[config.mk]
export PLATFORM = sky130hd
export DESIGN_NAME = key_led_mode_ctrl
export DESIGN_NICKNAME = d
export VERILOG_FILES = /design/src/rtl/key_led_mode_ctrl.sv
export SDC_FILE = /design/constraint.sdc
export NUM_CORES = 1
export LEC_CHECK = 0
export ABC_AREA = 1
export ABC_CLOCK_PERIOD_IN_PS = 1800
export BUFFER_PORTS_ARGS = -buffer_cell sky130_fd_sc_hd__buf_2
export CORE_MARGIN = 5
export CORE_UTILIZATION = 40
export CTS_BUF_LIST = sky130_fd_sc_hd__clkbuf_8
export CTS_CLUSTER_DIAMETER = 50
export DETAILED_ROUTE_END_ITERATION = 10
export PLACE_DENSITY = 0.59
export SETUP_SLACK_MARGIN = 0.4
export SLEW_MARGIN = 20
export SYNTH_ARGS = -nofsm -noshare
export SYNTH_HDL_FRONTEND = slang
export SYNTH_SLANG_ARGS = --single-unit
[constraint.sdc]
create_clock -name sclk -period 1.8 [get_ports sclk]
set_clock_uncertainty 0.2 [all_clocks]
set_input_delay 0.36 -clock sclk [delete_from_list [all_inputs] [get_ports sclk]]
set_output_delay 0.36 -clock sclk [all_outputs]
set_load 0.02 [all_outputs]
[src/rtl/key_led_mode_ctrl.sv]
// Key-burst mode controller: groups debounced key pulses into bursts, steps OFF/ON/SLOW/FAST, drives the LED.
// Optional build macro KEY_LED_MODE_MEMORY_EN: a long press remembers the mode, the next short press restores it.
module key_led_mode_ctrl #(
    parameter int SCLK_FREQ = 50_000_000,
    parameter int GAP_MS    = 350,
    parameter int LONG_CNT  = 2,
    parameter int SLOW_MS   = 500,
    parameter int FAST_MS   = 100
) (
    input  logic       sclk,
    input  logic       rst,
    input  logic       key_pulse,
    output logic       led,
    output logic [1:0] mode,
    output logic       busy
);
    localparam int TICK_DIV = SCLK_FREQ / 1000;
    localparam int PW       = (TICK_DIV > 1) ? $clog2(TICK_DIV) : 1;
    localparam int GW       = $clog2(GAP_MS + 1);
    localparam int HALF_MAX = (SLOW_MS > FAST_MS) ? SLOW_MS : FAST_MS;
    localparam int BW       = (HALF_MAX > 1) ? $clog2(HALF_MAX) : 1;

    localparam logic [1:0] M_OFF  = 2'd0;
    localparam logic [1:0] M_ON   = 2'd1;
    localparam logic [1:0] M_FAST = 2'd3;

    typedef enum logic [1:0] {IDLE, COLLECT, DECIDE} state_t;

    state_t          state, state_nxt;
    logic [PW-1:0]   pre_cnt;
    logic            tick;
    logic [3:0]      pcnt, pcnt_nxt;
    logic [GW-1:0]   gap, gap_nxt;
    logic [1:0]      mode_nxt;
    logic            long_press;
    logic [BW-1:0]   blink_cnt, half_m1;
    logic            phase;

    function automatic logic [3:0] sat_inc(input logic [3:0] v);
        return (v == 4'hF) ? v : v + 4'd1;
    endfunction

    // Free-running 1 ms prescaler
    always_ff @(posedge sclk) begin
        if (rst || tick) pre_cnt <= '0;
        else             pre_cnt <= pre_cnt + 1'b1;
    end

    assign tick       = (pre_cnt == PW'(TICK_DIV - 1));
    assign long_press = (pcnt >= 4'(LONG_CNT));

`ifdef KEY_LED_MODE_MEMORY_EN
    logic [1:0] mem;

    always_ff @(posedge sclk) begin
        if (rst)                                           mem <= M_OFF;
        else if (state == DECIDE && long_press && mode != M_OFF) mem <= mode;
    end
`endif

    always_comb begin
        state_nxt = state;
        pcnt_nxt  = pcnt;
        gap_nxt   = gap;
        mode_nxt  = mode;
        case (state)
            IDLE: begin
                if (key_pulse) begin
                    state_nxt = COLLECT;
                    pcnt_nxt  = 4'd1;
                    gap_nxt   = '0;
                end
            end
            COLLECT: begin
                // A pulse always restarts the silence window, even on a tick cycle
                if (key_pulse) begin
                    pcnt_nxt = sat_inc(pcnt);
                    gap_nxt  = '0;
                end else if (gap == GW'(GAP_MS)) begin
                    state_nxt = DECIDE;
                end else if (tick) begin
                    gap_nxt = gap + 1'b1;
                end
            end
            DECIDE: begin
                if (long_press)          mode_nxt = M_OFF;
`ifdef KEY_LED_MODE_MEMORY_EN
                else if (mode == M_OFF)  mode_nxt = (mem != M_OFF) ? mem : M_ON;
`endif
                else                     mode_nxt = mode + 2'd1;
                gap_nxt = '0;
                if (key_pulse) begin
                    state_nxt = COLLECT;
                    pcnt_nxt  = 4'd1;
                end else begin
                    state_nxt = IDLE;
                    pcnt_nxt  = 4'd0;
                end
            end
            default: begin
                state_nxt = IDLE;
                pcnt_nxt  = 4'd0;
                gap_nxt   = '0;
            end
        endcase
    end

    always_ff @(posedge sclk) begin
        if (rst) begin
            state <= IDLE;
            pcnt  <= 4'd0;
            gap   <= '0;
            mode  <= M_OFF;
            busy  <= 1'b0;
        end else begin
            state <= state_nxt;
            pcnt  <= pcnt_nxt;
            gap   <= gap_nxt;
            mode  <= mode_nxt;
            busy  <= (state_nxt != IDLE);
        end
    end

    assign half_m1 = (mode == M_FAST) ? BW'(FAST_MS - 1) : BW'(SLOW_MS - 1);

    // A mode change restarts the blink so blink modes always begin lit
    always_ff @(posedge sclk) begin
        if (rst) begin
            blink_cnt <= '0;
            phase     <= 1'b0;
        end else if (mode_nxt != mode) begin
            blink_cnt <= '0;
            phase     <= 1'b1;
        end else if (tick) begin
            if (blink_cnt == half_m1) begin
                blink_cnt <= '0;
                phase     <= ~phase;
            end else begin
                blink_cnt <= blink_cnt + 1'b1;
            end
        end
    end

    always_ff @(posedge sclk) begin
        if (rst) begin
            led <= 1'b0;
        end else begin
            case (mode)
                M_OFF:   led <= 1'b0;
                M_ON:    led <= 1'b1;
                default: led <= phase;
            endcase
        end
    end
endmodule

======== Yosys cells after proc, flatten, opt, wreduce, memory -nomap -nowiden ========
Index checks and enable logic that the tools add are counted.
word-level totals
  bits in registers ....................... 45
  output and inout port bits .............. 4
  logic and storage cells ................. 63
cells by class
  $add $sub $neg .......................... 5
  magnitude comparators ................... 1
  equality and inequality tests ........... 14
  mux-type cells .......................... 23
  bitwise gates (word level) .............. 1
  reductions and logical operators ........ 10
operator list
  operator                 count
  $mux W9                  6
  $add A9 B1 Y9 const B    2
  $pmux W9 S2              1
  $add A16 B1 Y16 const B  1
  $eq A16 B16 Y1 const B   1
  $mux W4                  3
  $pmux W4 S3              1
  $mux W2                  5
  $eq A9 B9 Y1             1
  $eq A9 B9 Y1 const B     1
  $ne A2 B2 Y1 const B     3
  $ne A3 B3 Y1 const B     2
  $pmux W2 S3              1
  $reduce_and A3 Y1        2
  $reduce_bool A2 Y1       3
  $mux W1                  5
  $add A4 B1 Y4 const B    1
  $eq A2 B1 Y1 const B     2
  $eq A2 B2 Y1 const B     2
  $eq A4 B4 Y1 const B     1
  $ge A4 B2 Y1 const B     1
  $logic_not A2 Y1         2
  $add A2 B1 Y2 const B    1
  $ne A2 B2 Y1             1
  other kinds (5)          5

======== Depth between registers and ports, before layout ========
Gate-level depths: netlist (run 1).
  depth after elaboration ................. 6
  depth in mapped cells ................... 11
  depth with buffers taken out ............ 10

======== Worst setup path after synthesis (run 1) ========
OpenSTA, ideal clock, no wires.
  kind .................................... reg2reg
  start point ............................. reg gap[0]
  end point ............................... reg gap[0]
  library setup time ...................... 0.111 ns
  arrival time ............................ 1.323 ns
  data required time ...................... 1.489 ns
  slack ................................... 0.166 ns
  stages on the path, launching flop included .. 12
  path through ............................ dfxtp_1 > inv_1 > ha_1 > nand2_1 > nor2_1 > nand3_2 > nor2_4 > nor2_4 > buf_6 > nand3_1 > and2_1 > nor2_2
between the ends
  word-level cells in the longest chain between the ends .. 5
  elaborated cells on any way between the ends .. 8
RTL lines
  element                   RTL line  RTL
  start: declaration        33        logic [GW-1:0] gap, gap_nxt;
  start signal: assignment  118       gap <= gap_nxt;
  $add A9 B1 Y9             82        gap_nxt = gap + 1'b1;
  $mux W9                   81        end else if (tick) begin
  $mux W9                   79        end else if (gap == GW'(GAP_MS)) begin
  $mux W9                   76        if (key_pulse) begin
  $pmux W9 S2               66        case (state)
Parallel ways exist; a longest one is shown, timed or not. The select of a mux whose other input is x is not followed.
A chain may end at the register's enable or synchronous reset.

======== Worst setup path in the final report (run 1) ========
  start point ............................. reg pcnt[0]
  end point ............................... reg blink_cnt[6]
between the ends
  word-level cells in the longest chain between the ends .. 5
RTL lines
  element                            RTL line  RTL
  start: declaration                 32        logic [3:0] pcnt, pcnt_nxt;
  start signal: assignment           117       pcnt <= pcnt_nxt;
  $ge A4 B2 Y1                       50        assign long_press = (pcnt >= 4'(LONG_CNT));
  $mux W2                            86        if (long_press) mode_nxt = M_OFF;
  $mux W2                            66
  $ne A2 B2 Y1                       131       end else if (mode_nxt != mode) begin
  $reduce_or A2 Y1 (no source line)  n/a
  end signal: assignment             139       blink_cnt <= blink_cnt + 1'b1;
  end: declaration                   36        logic [BW-1:0] blink_cnt, half_m1;
No other way between the ends.

==> reports/summary.md, run 1 <==
* 67 x nand2_1, 42 x nor2_1, 38 x nand3_1 — commonest cells after routing, fill and taps aside
* 384 — number of standard cells after synthesis
* 2294 — number of global-route vias before repair
* 41.01% — proportion of layout cells with a drive suffix above 1
* 2 — Clock Tree Buf Depth
* 45 — post-synthesis register bit count
* 100 ps — clock transition at the registers of the reported paths
* 45 — CTS Sinks
* 580 — number of filler instances in the final layout
* 34.40% — register area share after synthesis
* 10.28 mm — wire length of the first global-routing pass
* flip-flop to flip-flop — classification of the worst-slack hold path
* 588.6 MHz — maximum frequency from static timing analysis
* 3.064 mm — length of routed wiring on met1
* 38.51% — Area growth, synth to finish
* 6.352 mm — final routed wirelength across all metal layers
* 14.83% — total routing resource utilization after global routing
* 394 — synthesized netlist net count
* 0 — post-detailed-route count of antenna-violating nets
* clkbuf_8 — Clock Root Buffer
* flip-flop to flip-flop — critical path class
* 2 — CTS H-tree depth
* 0 — Maximum Capacitance Violations
* nand2_1 — leading cell type in the layout, fill and taps excluded
* 1730 ps — CP arrival
* 2576 — total number of vias
* 0 — number of antenna diodes
* 8265 µm² — die area
* 300 ps — clock latency at the later pin of the worst-skew pair
* 6.820 µm² — Avg Cell Area, Syn
* 1 — depth of the worst hold-timing path
* 6350 µm² — placeable core area
* 0 ps — Setup TNS Final
* dfxtp_1 34%, nand2_1 12%, nand3_1 8.2% — most area-consuming cells after synthesis
* true — RSZ-0062 raised after global routing
* 356.5 ps — Worst Max-Slew Pin Slew
* 9 — number of cells traversed by the worst register-to-register path
* 137 µm — met3 routed WL
* 90.91 µm — die extent in x
* 101.2 ps — Worst Slack Setup Final
* 299.1 µV — worst vdd rail ir drop
* 0.7862 — final RePlAce weighted congestion
* 1830 ps — critical path data required time
* pre_cnt[0]$_SDFF_PP0_ — min-delay src
* flip-flop — endpoint kind of the worst setup timing path
* 76.21% — max-slew headroom at the worst pin
* 5.041 — drt via density
* dfxtp_1 — leading area contributor after synthesis
* pcnt[0]$_SDFFE_PP0P_ — beginning of the worst register-to-register path
* 29 — Std-Cell Rows
* 4.012 mm — estimated wirelength of the detail-placed design
* 40.07 ps — pre-CTS setup slack
* 472 — number of instances in the placed design
* 90.91 µm — die boundary height
* 0 — count of endpoints failing hold in the final timing report
* 0 — synth warn
* 0 — Final Setup Violations
* blink_cnt[6]$_SDFFE_PP0P_ — RR Endpoint
* flip-flop — startpoint type of the worst setup path
* 0 — grt ovf
* 41.24% — initial cell density of the core
* 5 — number of buffers inserted during clock tree synthesis
* 0 — number of enable flip-flop cells after synthesis
* met4 — top routing layer in use
* 8 — worst-path fanout max
* 443 — Post-layout nets
* 511 — Non-Filler Instances
* 16 — pin count of the biggest net entering global routing
* 34.40% — share of the synthesized area in the top cell type
* 1.390 nW — LEAKAGE
* 95 — DR iter-0 viols
* 7 — number of placed I/O pins
* 12.43 µm — average wire per standard cell
* 100 ps — setup slack of the worst register-to-register path
* 514.3 nW/µm² — P per Cell Area
* 33 — count of cell types in the netlist
* pre_cnt[0]$_SDFF_PP0_ — hold endpoint
* 0 — count of hold buffers inserted by post-cts repair
* 0 — initial antenna violation count
* 0% — proportion of synthesized flip-flops having asynchronous set or reset
* 0 — remaining design rule violation count
* 1699 ps — Min Clock Period, post-route
* completed — outcome
* 2619 µm² — post-synthesis instance area
* 0.001866 W — Pwr Total
* 0 — Slew Viols, Final
* 3.037 mm — wire length on met2
* 94.38% — Final Cycle Share
* 4 — number of iterations in the first detailed-routing pass
* yes — TritonCTS clock tree
* 6 — Port Buffers
* dfxtp_1 — dominant register cell in the synthesized netlist
==> per-layer routing <==
metal	global-route usage, %	vias up
li1	-	1337
met1	19.47	1201
met2	23.85	28
met3	3.750	10
met4	4.768	0
met5	0	-
==> cells in the mapped netlist, drive strengths merged (2+ instances only) <==
master	n
dfxtp	45
xnor2	2
nand3	47
ha	7
nand4	9
inv	47
o21ai	7
nand2	92
nor2	65
o21bai	3
nor3	7
xor2	9
a21oi	29
nand3b	2
buf	3
clkbuf	3
==> flip-flops by register name, summed over array words and instances, names as in the netlist <==
signal     count
gap            9
blink_cnt      9
mode           2
busy           1
led            1
state          2
pcnt           4
phase          1
pre_cnt       16
==> how the worst max path moves through the flow <==
| stage | cells past startpoint | endpoint | from | slack, ps |
|---|---|---|---|---|
| final | 9 | blink_cnt[6]$_SDFFE_PP0P_ | pcnt[0]$_SDFFE_PP0P_ | 100 |
| after global routing | 9 | blink_cnt[5]$_SDFFE_PP0P_ | pcnt[0]$_SDFFE_PP0P_ | -20 |
| after CTS | 9 | blink_cnt[6]$_SDFFE_PP0P_ | pcnt[0]$_SDFFE_PP0P_ | 120 |
| after detailed placement | 9 | blink_cnt[6]$_SDFFE_PP0P_ | pcnt[0]$_SDFFE_PP0P_ | 40 |
| after global placement | 10 | gap[7]$_SDFFE_PP0P_ | gap[0]$_SDFFE_PP0P_ | 60 |
| after floorplan | 11 | gap[0]$_SDFFE_PP0P_ | gap[0]$_SDFFE_PP0P_ | 240 |
==> where the power goes <==
| group | switching (W) | internal (W) |
|---|---|---|
| Combinational | 0.000120 | 0.0000806 |
| Clock | 0.000381 | 0.000273 |
| Sequential | 0.0000134 | 0.000998 |
| Total | 0.000514 | 0.00135 |
==> metrics by stage <==
stage | cell area [µm²] | util [%] | hold slack [ps]
5_1_grt | 3627 | 57.12 | 260.8
2_1_floorplan | 2671 | - | 237.3
4_1_cts | 3234 | 50.94 | 248.7
3_3_place_gp | 2855 | 44.97 | 241.4
6_report | 3627 | 57.12 | 247.4
3_5_place_dp | 2855 | 44.97 | 251.5
==> final cells by class <==
type | instances | area (µm²) | share of cell area, %
clock inverter | 3 | 22.52 | 0.6209
tap | 77 | 96.34 | 2.656
inverter | 47 | 181.4 | 5.002
timing repair buffer | 48 | 412.9 | 11.38
sequential | 45 | 950.9 | 26.22
clock buffer | 5 | 68.82 | 1.897
multi-input combinational | 286 | 1894 | 52.22
==> critical path, stage by stage (launching register included) <==
cell and delay, ps:
dfxtp_2 360, inv_2 50, ha_4 150, nor2_4 80, nand3_2 100, nor2_2 140
nand2_2 90, nand2_2 80, nand4_4 190, a21oi_2 180
==> cells by family (layout without fill, tap and decap cells) <==
kind of cell / Yosys count / count (layout) / synth area share (%)
flops: 45 / 45 / 34.40
simple gates: 226 / 226 / 41.90
buf+inv: 53 / 103 / 8.170
xor+xnor: 11 / 11 / 3.679
fa+ha+maj: 7 / 7 / 3.344
compound gates: 42 / 42 / 8.505
==> what timing repair did <==
item,4_1_cts,5_1_grt
setup buffers,16,15
setup endpoints to repair,42,44
gates resized for setup,45,81
pin swaps,22,26
Power figures use the tool's default switching activity.
==> run 2, diff against run 1 <==
--- a/config.mk
+++ b/config.mk
@@ -9,4 +9,6 @@
 export ABC_CLOCK_PERIOD_IN_PS = 1800
 export BUFFER_PORTS_ARGS = -buffer_cell sky130_fd_sc_hd__buf_2
+export CELL_PAD_IN_SITES_DETAIL_PLACEMENT = 0
+export CELL_PAD_IN_SITES_GLOBAL_PLACEMENT = 1
 export CORE_MARGIN = 5
 export CORE_UTILIZATION = 40
@@ -14,5 +16,5 @@
 export CTS_CLUSTER_DIAMETER = 50
 export DETAILED_ROUTE_END_ITERATION = 10
-export PLACE_DENSITY = 0.59
+export PLACE_DENSITY = 0.76
 export SETUP_SLACK_MARGIN = 0.4
 export SLEW_MARGIN = 20
--- a/constraint.sdc
+++ b/constraint.sdc
@@ -3,3 +3,3 @@
 set_input_delay 0.36 -clock sclk [delete_from_list [all_inputs] [get_ports sclk]]
 set_output_delay 0.36 -clock sclk [all_outputs]
-set_load 0.02 [all_outputs]
+set_load 0.01 [all_outputs]
==> reports/summary.md, run 2 (same netlist as run 1, synthesis figures left out) <==
* completed — outcome
* 0 ps — Setup TNS Final
* 0 — post-detailed-route count of antenna-violating nets
* pre_cnt: 16 flops, blink_cnt: 9 flops, gap: 9 flops — leading registers by flop count
* 80 ps — clock transition at the registers of the reported paths
* 34.99% — proportion of layout cells with a drive suffix above 1
* blink_cnt[4]$_SDFFE_PP0P_ — capture point of the critical path
* 3408 µm² — Non-Filler Cell Area, Final
* 8 — number of cells traversed by the worst register-to-register path
* flip-flop to flip-flop — critical path class
* pcnt[1]$_SDFFE_PP0P_ — startpoint of the worst setup timing path
* 0.001775 W — Pwr Total
* 2824 µm² — placed standard-cell area
* clkbuf_8 — Clock Root Buffer
* 0.8058 — final RePlAce weighted congestion
* input port to flip-flop — classification of the worst-slack hold path
* yes — TritonCTS clock tree
* nand2_1 — leading cell type in the layout, fill and taps excluded
* 8 — worst-path fanout max
* 6350 µm² — placeable core area
* 6 — Port Buffers
* 12.48 µm — average wire per standard cell
* 2527 — total number of vias
* 2 — CTS H-tree depth
* 0 — number of antenna diodes
* 1680 ps — CP arrival
* 4.237 mm — estimated wirelength of the detail-placed design
* 53.67% — Util after Layout
* 30.15% — Area growth, synth to finish
* 150 ps — setup slack of the worst register-to-register path
* 434 — Post-layout nets
* 90.91 µm — die extent in x
* 500 — Non-Filler Instances
* 14.77% — total routing resource utilization after global routing
* 5.054 — drt via density
* 63 — DR iter-0 viols
* 0 — Final Setup Violations
* true — RSZ-0062 raised after global routing
* 945.9 µm² — sequential cell area
* 6.242 mm — final routed wirelength across all metal layers
* 0 — grt ovf
* 2 — Clock Tree Buf Depth
* 300 ps — clock latency at the later pin of the worst-skew pair
* 45 — CTS Sinks
* pcnt[1]$_SDFFE_PP0P_ — beginning of the worst register-to-register path
* 520.9 nW/µm² — P per Cell Area
* 606.6 MHz — maximum frequency from static timing analysis
* 1648 ps — Min Clock Period, post-route
* blink_cnt[4]$_SDFFE_PP0P_ — RR Endpoint
* 41.24% — initial cell density of the core
* 324.5 µV — worst vdd rail ir drop
* 8265 µm² — die area
* 5 — number of buffers inserted during clock tree synthesis
* 0 — Maximum Capacitance Violations
* 2303 — number of global-route vias before repair
* 1830 ps — critical path data required time
* 7 — number of placed I/O pins
* 325.8 ps — Worst Max-Slew Pin Slew
* 0 — initial antenna violation count
* 0 — Slew Viols, Final
* 1815 µm² — area of combinational cells with multiple inputs
* 16 — max reg flops
* 470 — number of instances in the placed design
* 91.58% — Final Cycle Share
* 641 — number of filler instances in the final layout
* flip-flop — endpoint kind of the worst setup timing path
* 78.26% — max-slew headroom at the worst pin
* 29 — Std-Cell Rows
* flip-flop — startpoint type of the worst setup path
* 10.21 mm — wire length of the first global-routing pass
* 0 — count of endpoints failing hold in the final timing report
* pre_cnt — Largest Register
* 1.277 nW — LEAKAGE
* 4 — number of iterations in the first detailed-routing pass
* 77 x nand2_1, 44 x nor2_1, 39 x nand3_1 — commonest cells after routing, fill and taps aside
* 0 — remaining design rule violation count
* 90.91 µm — die boundary height
* 16 — pin count of the biggest net entering global routing
-- run 2: changes by cell type in the layout (fill, tap and decap cells not counted), moves of 3 or more --
| cell | before | now |
|---|---|---|
| buf_6 | 10 | 4 |
| o21ai_2 | 3 | 0 |
| nand2_4 | 8 | 4 |
| buf_4 | 32 | 27 |
| o21ai_1 | 0 | 3 |
| nand2_2 | 15 | 10 |
| clkinvlp_4 | 3 | 0 |
| nand2_1 | 67 | 77 |
-- run 2: power by group --
group	leakage, nW	switching (W)	total [W]	internal, W
sequential	0.376	0.0000138	0.00101	0.00100
clock	0.0399	0.000333	0.000590	0.000256
combinational	0.861	0.000105	0.000171	0.0000660
-- run 2: repair_timing --
item / in CTS / in global routing
resized for setup: 41 / 50
pin swaps: 21 / 21
endpoints found under the setup margin: 42 / 44
gates cloned: 0 / 1
hold buffers: 0 / 0
setup buffers: 12 / 11
-- run 2: per-stage QoR --
step	setup slack [ps]	hold WS, ps
floorplan	240.3	229.9
global placement	72.86	238.1
detailed placement	6.506	247.1
CTS	121.6	285.4
global route	46.58	290.7
finish	151.5	281.1
-- run 2: final cells by class --
cell class	instances	share of cell area (%)
sequential	45	27.75
clock buffer	5	2.019
tap	77	2.827
inverter	47	5.250
timing repair buffer	38	8.737
clock inverter	1	0.1468
multi-input combinational	287	53.27
-- run 2: per-layer routing --
layer	vias to the layer above	track usage (%)	share of wire [%]
li1	1320	-	-
met5	-	0	0
met3	9	3.083	2.9
met4	0	5.257	1.5
met1	1172	18.13	45
met2	26	25.48	51
-- run 2: how the worst min path moves through the flow --
| stage | from | endpoint | cells past startpoint |
|---|---|---|---|
| final | rst | gap[3]$_SDFFE_PP0P_ | 3 |
| after global routing | rst | mode[0]$_SDFF_PP0_ | 3 |
| after CTS | rst | mode[0]$_SDFF_PP0_ | 3 |
| after detailed placement | pre_cnt[0]$_SDFF_PP0_ | pre_cnt[0]$_SDFF_PP0_ | 1 |
| after global placement | pre_cnt[0]$_SDFF_PP0_ | pre_cnt[0]$_SDFF_PP0_ | 1 |
| after floorplan | pre_cnt[0]$_SDFF_PP0_ | pre_cnt[0]$_SDFF_PP0_ | 1 |
-- run 2: critical path, stage by stage, from the launching register on --
cell and delay (ps):
dfxtp_4 390, ha_4 170, nor2_4 80, nand3_2 110, nor2_2 110, nand2_1 80, nand2_2 80, nand4_4 190
a21oi_2 180
==> run 3, diff against run 2 <==
Settings changed: ABC_AREA 1 to not set, CTS_CLUSTER_SIZE set to 16, PLACE_DENSITY 0.76 to 0.73.
==> reports/summary.md, run 3 <==
* 10.93% — Synth Area in Compound Gates
* 4 — worst-path fanout max
* 41.86% — register area share after synthesis
* flip-flop — startpoint type of the worst setup path
* 78.62% — max-slew headroom at the worst pin
* 41.61% — initial cell density of the core
* or4_4 > buf_4 > buf_6 > nor4_4 > buf_4 > o32a_1 > nand2_1 > a32o_1 — critical path cell sequence
* 3.372 mm — estimated wirelength of the detail-placed design
* 45 — post-synthesis register bit count
* 417.3 µV — worst vdd rail ir drop
* 2152 µm² — post-synthesis instance area
* 0 — grt ovf
* yes — TritonCTS clock tree
* 83.35 µm — die extent in x
* 83.35 µm — die boundary height
* 3088 µm² — Non-Filler Cell Area, Final
* negative setup slack — failing checks
* 616.9 nW/µm² — P per Cell Area
* 323 — Post-layout nets
* 189.9 ps — Hold Slack
* 300 ps — clock latency at the later pin of the worst-skew pair
* clkbuf_8 — Clock Root Buffer
* 0.001483 W — P_int
* 50 — count of cell types in the netlist
* 4 — number of iterations in the first detailed-routing pass
* 45 — CTS Sinks
* flip-flop to flip-flop — critical path class
* 6 — Port Buffers
* 0.8017 — final RePlAce weighted congestion
* 2 — depth of the worst hold-timing path
* 8.953% — xor and xnor fraction of the mapped netlist area
* gap[3]$_SDFFE_PP0P_ — RR Endpoint
* dfxtp_1 — dominant register cell in the synthesized netlist
* or4_4 — Slowest cell on crit path
* 5.008 mm — final routed wirelength across all metal layers
* true — RSZ-0062 raised after global routing
* 0 — count of endpoints failing hold in the final timing report
* 318.8 ps — Worst Max-Slew Pin Slew
* 15 — pin count of the biggest net entering global routing
* 0 — Slew Viols, Final
* 0.001905 W — Pwr Total
* 1.225 nW — LEAKAGE
* 0 — Maximum Capacitance Violations
* 0 — synth warn
* buf_4 — leading cell type in the layout, fill and taps excluded
* 26 — Std-Cell Rows
* 59.70% — Util after Layout
* 253 — synthesized netlist net count
* 2240 ps — CP arrival
* 3 — worst path buffer plus inverter count
* 0 — remaining design rule violation count
* 0 — post-detailed-route count of antenna-violating nets
* 90 ps — clock transition at the registers of the reported paths
* 445.2 MHz — maximum frequency from static timing analysis
* flip-flop — endpoint kind of the worst setup timing path
* 41.86% — share of the synthesized area in the top cell type
* buf_4 — crit-path most repeated cell
* 37 — DR iter-0 viols
* 43.49% — Area growth, synth to finish
* 0 — initial antenna violation count
* rst — min-delay src
* 16 — max reg flops
* pre_cnt: 16 flops, blink_cnt: 9 flops, gap: 9 flops — leading registers by flop count
* pre_cnt[5]$_SDFF_PP0_ — beginning of the worst register-to-register path
* 54 x buf_4, 39 x dfxtp_1, 36 x nor2_1 — commonest cells after routing, fill and taps aside
* 39.0% — clock power share
* 34 — Final Setup Violations
* 15.49% — total routing resource utilization after global routing
* 5 — number of buffers inserted during clock tree synthesis
* 2 — Clock Tree Buf Depth
* 0 — number of antenna diodes
* 2685 µm² — placed standard-cell area
* 1800 ps — critical path data required time
* 29.88% — simple-gate area share of the yosys netlist
* 7 — number of placed I/O pins
* 2246 ps — Min Clock Period, post-route
* dfxtp_1 — leading area contributor after synthesis
* 37.38% — proportion of layout cells with a drive suffix above 1
* 13.08 µm — average wire per standard cell
* -450 ps — setup slack of the worst register-to-register path
* 7.7% — Comb pwr share
* 9.052 mm — wire length of the first global-routing pass
* dfxtp_1 — most common cell in the synthesized netlist
* pre_cnt[5]$_SDFF_PP0_ — startpoint of the worst setup timing path
* 8 — number of cells traversed by the worst register-to-register path
* 1.395% — multiplexer share of the synthesized area
* 4.070% — arithmetic-cell share of the synthesized area counting full adders, half adders and majority gates
* 550 ps — maximum cell stage delay along the critical path
* 0.0004222 W — net switching component of the power
* led$_SDFF_PP0_ — hold endpoint
* 6947 µm² — die area
* 5.138 — drt via density
* 124.8% — Final Cycle Share
* 1968 — total number of vias
* -446.4 ps — Worst Slack Setup Final
* dfxtp_1 42%, nor2_1 6.5%, xnor2_1 4.5% — most area-consuming cells after synthesis
* simple AND/OR/NAND/NOR gates — category of cells accounting for the largest share of critical-path delay
* 53.3% — part of the power in registers
* 8.856 µm² — Avg Cell Area, Syn
* 45 x dfxtp_1, 37 x nor2_1, 15 x nand2_1, 12 x nand4_1 — commonest cells in the netlist
* 453 — number of filler instances in the final layout
* simple AND/OR/NAND/NOR gates — dominant combinational cell family by area after synthesis
* input port to flip-flop — classification of the worst-slack hold path
* pre_cnt — Largest Register
* 5172 µm² — placeable core area
* complete, but fails checks — outcome
* 243 — number of standard cells after synthesis
* 2 — CTS H-tree depth
* 0% — proportion of synthesized flip-flops having asynchronous set or reset
* 0 — number of enable flip-flop cells after synthesis
* 1969 — number of global-route vias before repair
* 22.16% — switching part of the total power
run 3: cell types whose count changed after synthesis, sizes merged, moves of 4 or more:
| cell | change |
|---|---|
| nand2 | -77 |
| or3 | +4 |
| a21oi | -21 |
| inv | -42 |
| nand3 | -38 |
| nor2 | -28 |
| xnor2 | +9 |
| and3 | +7 |
| nor4 | +7 |
run 3: routing by layer:
| metal | global-route usage [%] | vias up | routed length (µm) | share of wire, % |
|---|---|---|---|---|
| li1 | - | 1015 | - | - |
| met4 | 4.012 | 0 | 79 | 1.6 |
| met1 | 19.57 | 922 | 2355 | 47 |
| met2 | 26.60 | 24 | 2451 | 49 |
| met3 | 3.366 | 7 | 122 | 2.4 |
| met5 | 0 | - | 0 | 0 |
run 3: worst max-delay path by stage:
stage	slack, ps	endpoint	cells after the start
4_1_cts	-420	blink_cnt[8]$_SDFFE_PP0P_	6
5_1_grt	-550	blink_cnt[8]$_SDFFE_PP0P_	6
3_3_place_gp	-420	gap[5]$_SDFFE_PP0P_	6
2_1_floorplan	-390	blink_cnt[7]$_SDFFE_PP0P_	6
6_report	-450	gap[3]$_SDFFE_PP0P_	8
3_5_place_dp	-450	gap[7]$_SDFFE_PP0P_	6
run 3: kinds of logic (layout without fill, tap and decap cells):
| kind of cell | Yosys count | in the layout |
|---|---|---|
| simple gates | 117 | 117 |
| fa+ha+maj | 7 | 7 |
| buf+inv | 14 | 84 |
| flops | 45 | 45 |
| compound gates | 35 | 35 |
| mux | 3 | 3 |
| xor+xnor | 22 | 22 |
run 3: final cells by class:
cell class | instances | area [µm²] | area share, %
Multi-Input combinational cell | 184 | 1383 | 44.77
Sequential cell | 45 | 910.9 | 29.50
Clock inverter | 2 | 35.03 | 1.135
Inverter | 6 | 22.52 | 0.7293
Tap cell | 70 | 87.58 | 2.836
Clock buffer | 5 | 68.82 | 2.229
Timing Repair Buffer | 71 | 580.6 | 18.80
run 3: worst register-to-register path: stages, from the launching register on:
cell     delay (ps)
dfxtp_2         330
or4_4           550
buf_4           150
buf_6           110
nor4_4          110
buf_4           160
o32a_1          220
nand2_1          70
a32o_1          250
run 3: power groups by stage:
stage	sequential, W	clock, W	combinational (W)
floorplan	0.00104	0	0.0000560
global placement	0.00104	0	0.000103
detailed placement	0.00104	0	0.000103
CTS	0.00102	0.000766	0.000131
global route	0.00102	0.000815	0.000160
finish	0.00101	0.000744	0.000147
run 3: through the flow:
stage / worst slack, ps / TNS [ps] / cells
2_1_floorplan: -385.4 / -11270 / 243
3_3_place_gp: -420.6 / -12190 / 365
6_report: -446.4 / -10420 / 383
5_1_grt: -546.9 / -12690 / 383
3_5_place_dp: -449.0 / -13260 / 365
4_1_cts: -417.3 / -9471 / 378
run 3: timing repair:
action,in CTS,in global routing
hold buffers,0,0
endpoints found under the setup margin,43,44
resized for setup,35,15
pin swaps,15,13
setup buffers,6,5
cloned,0,0
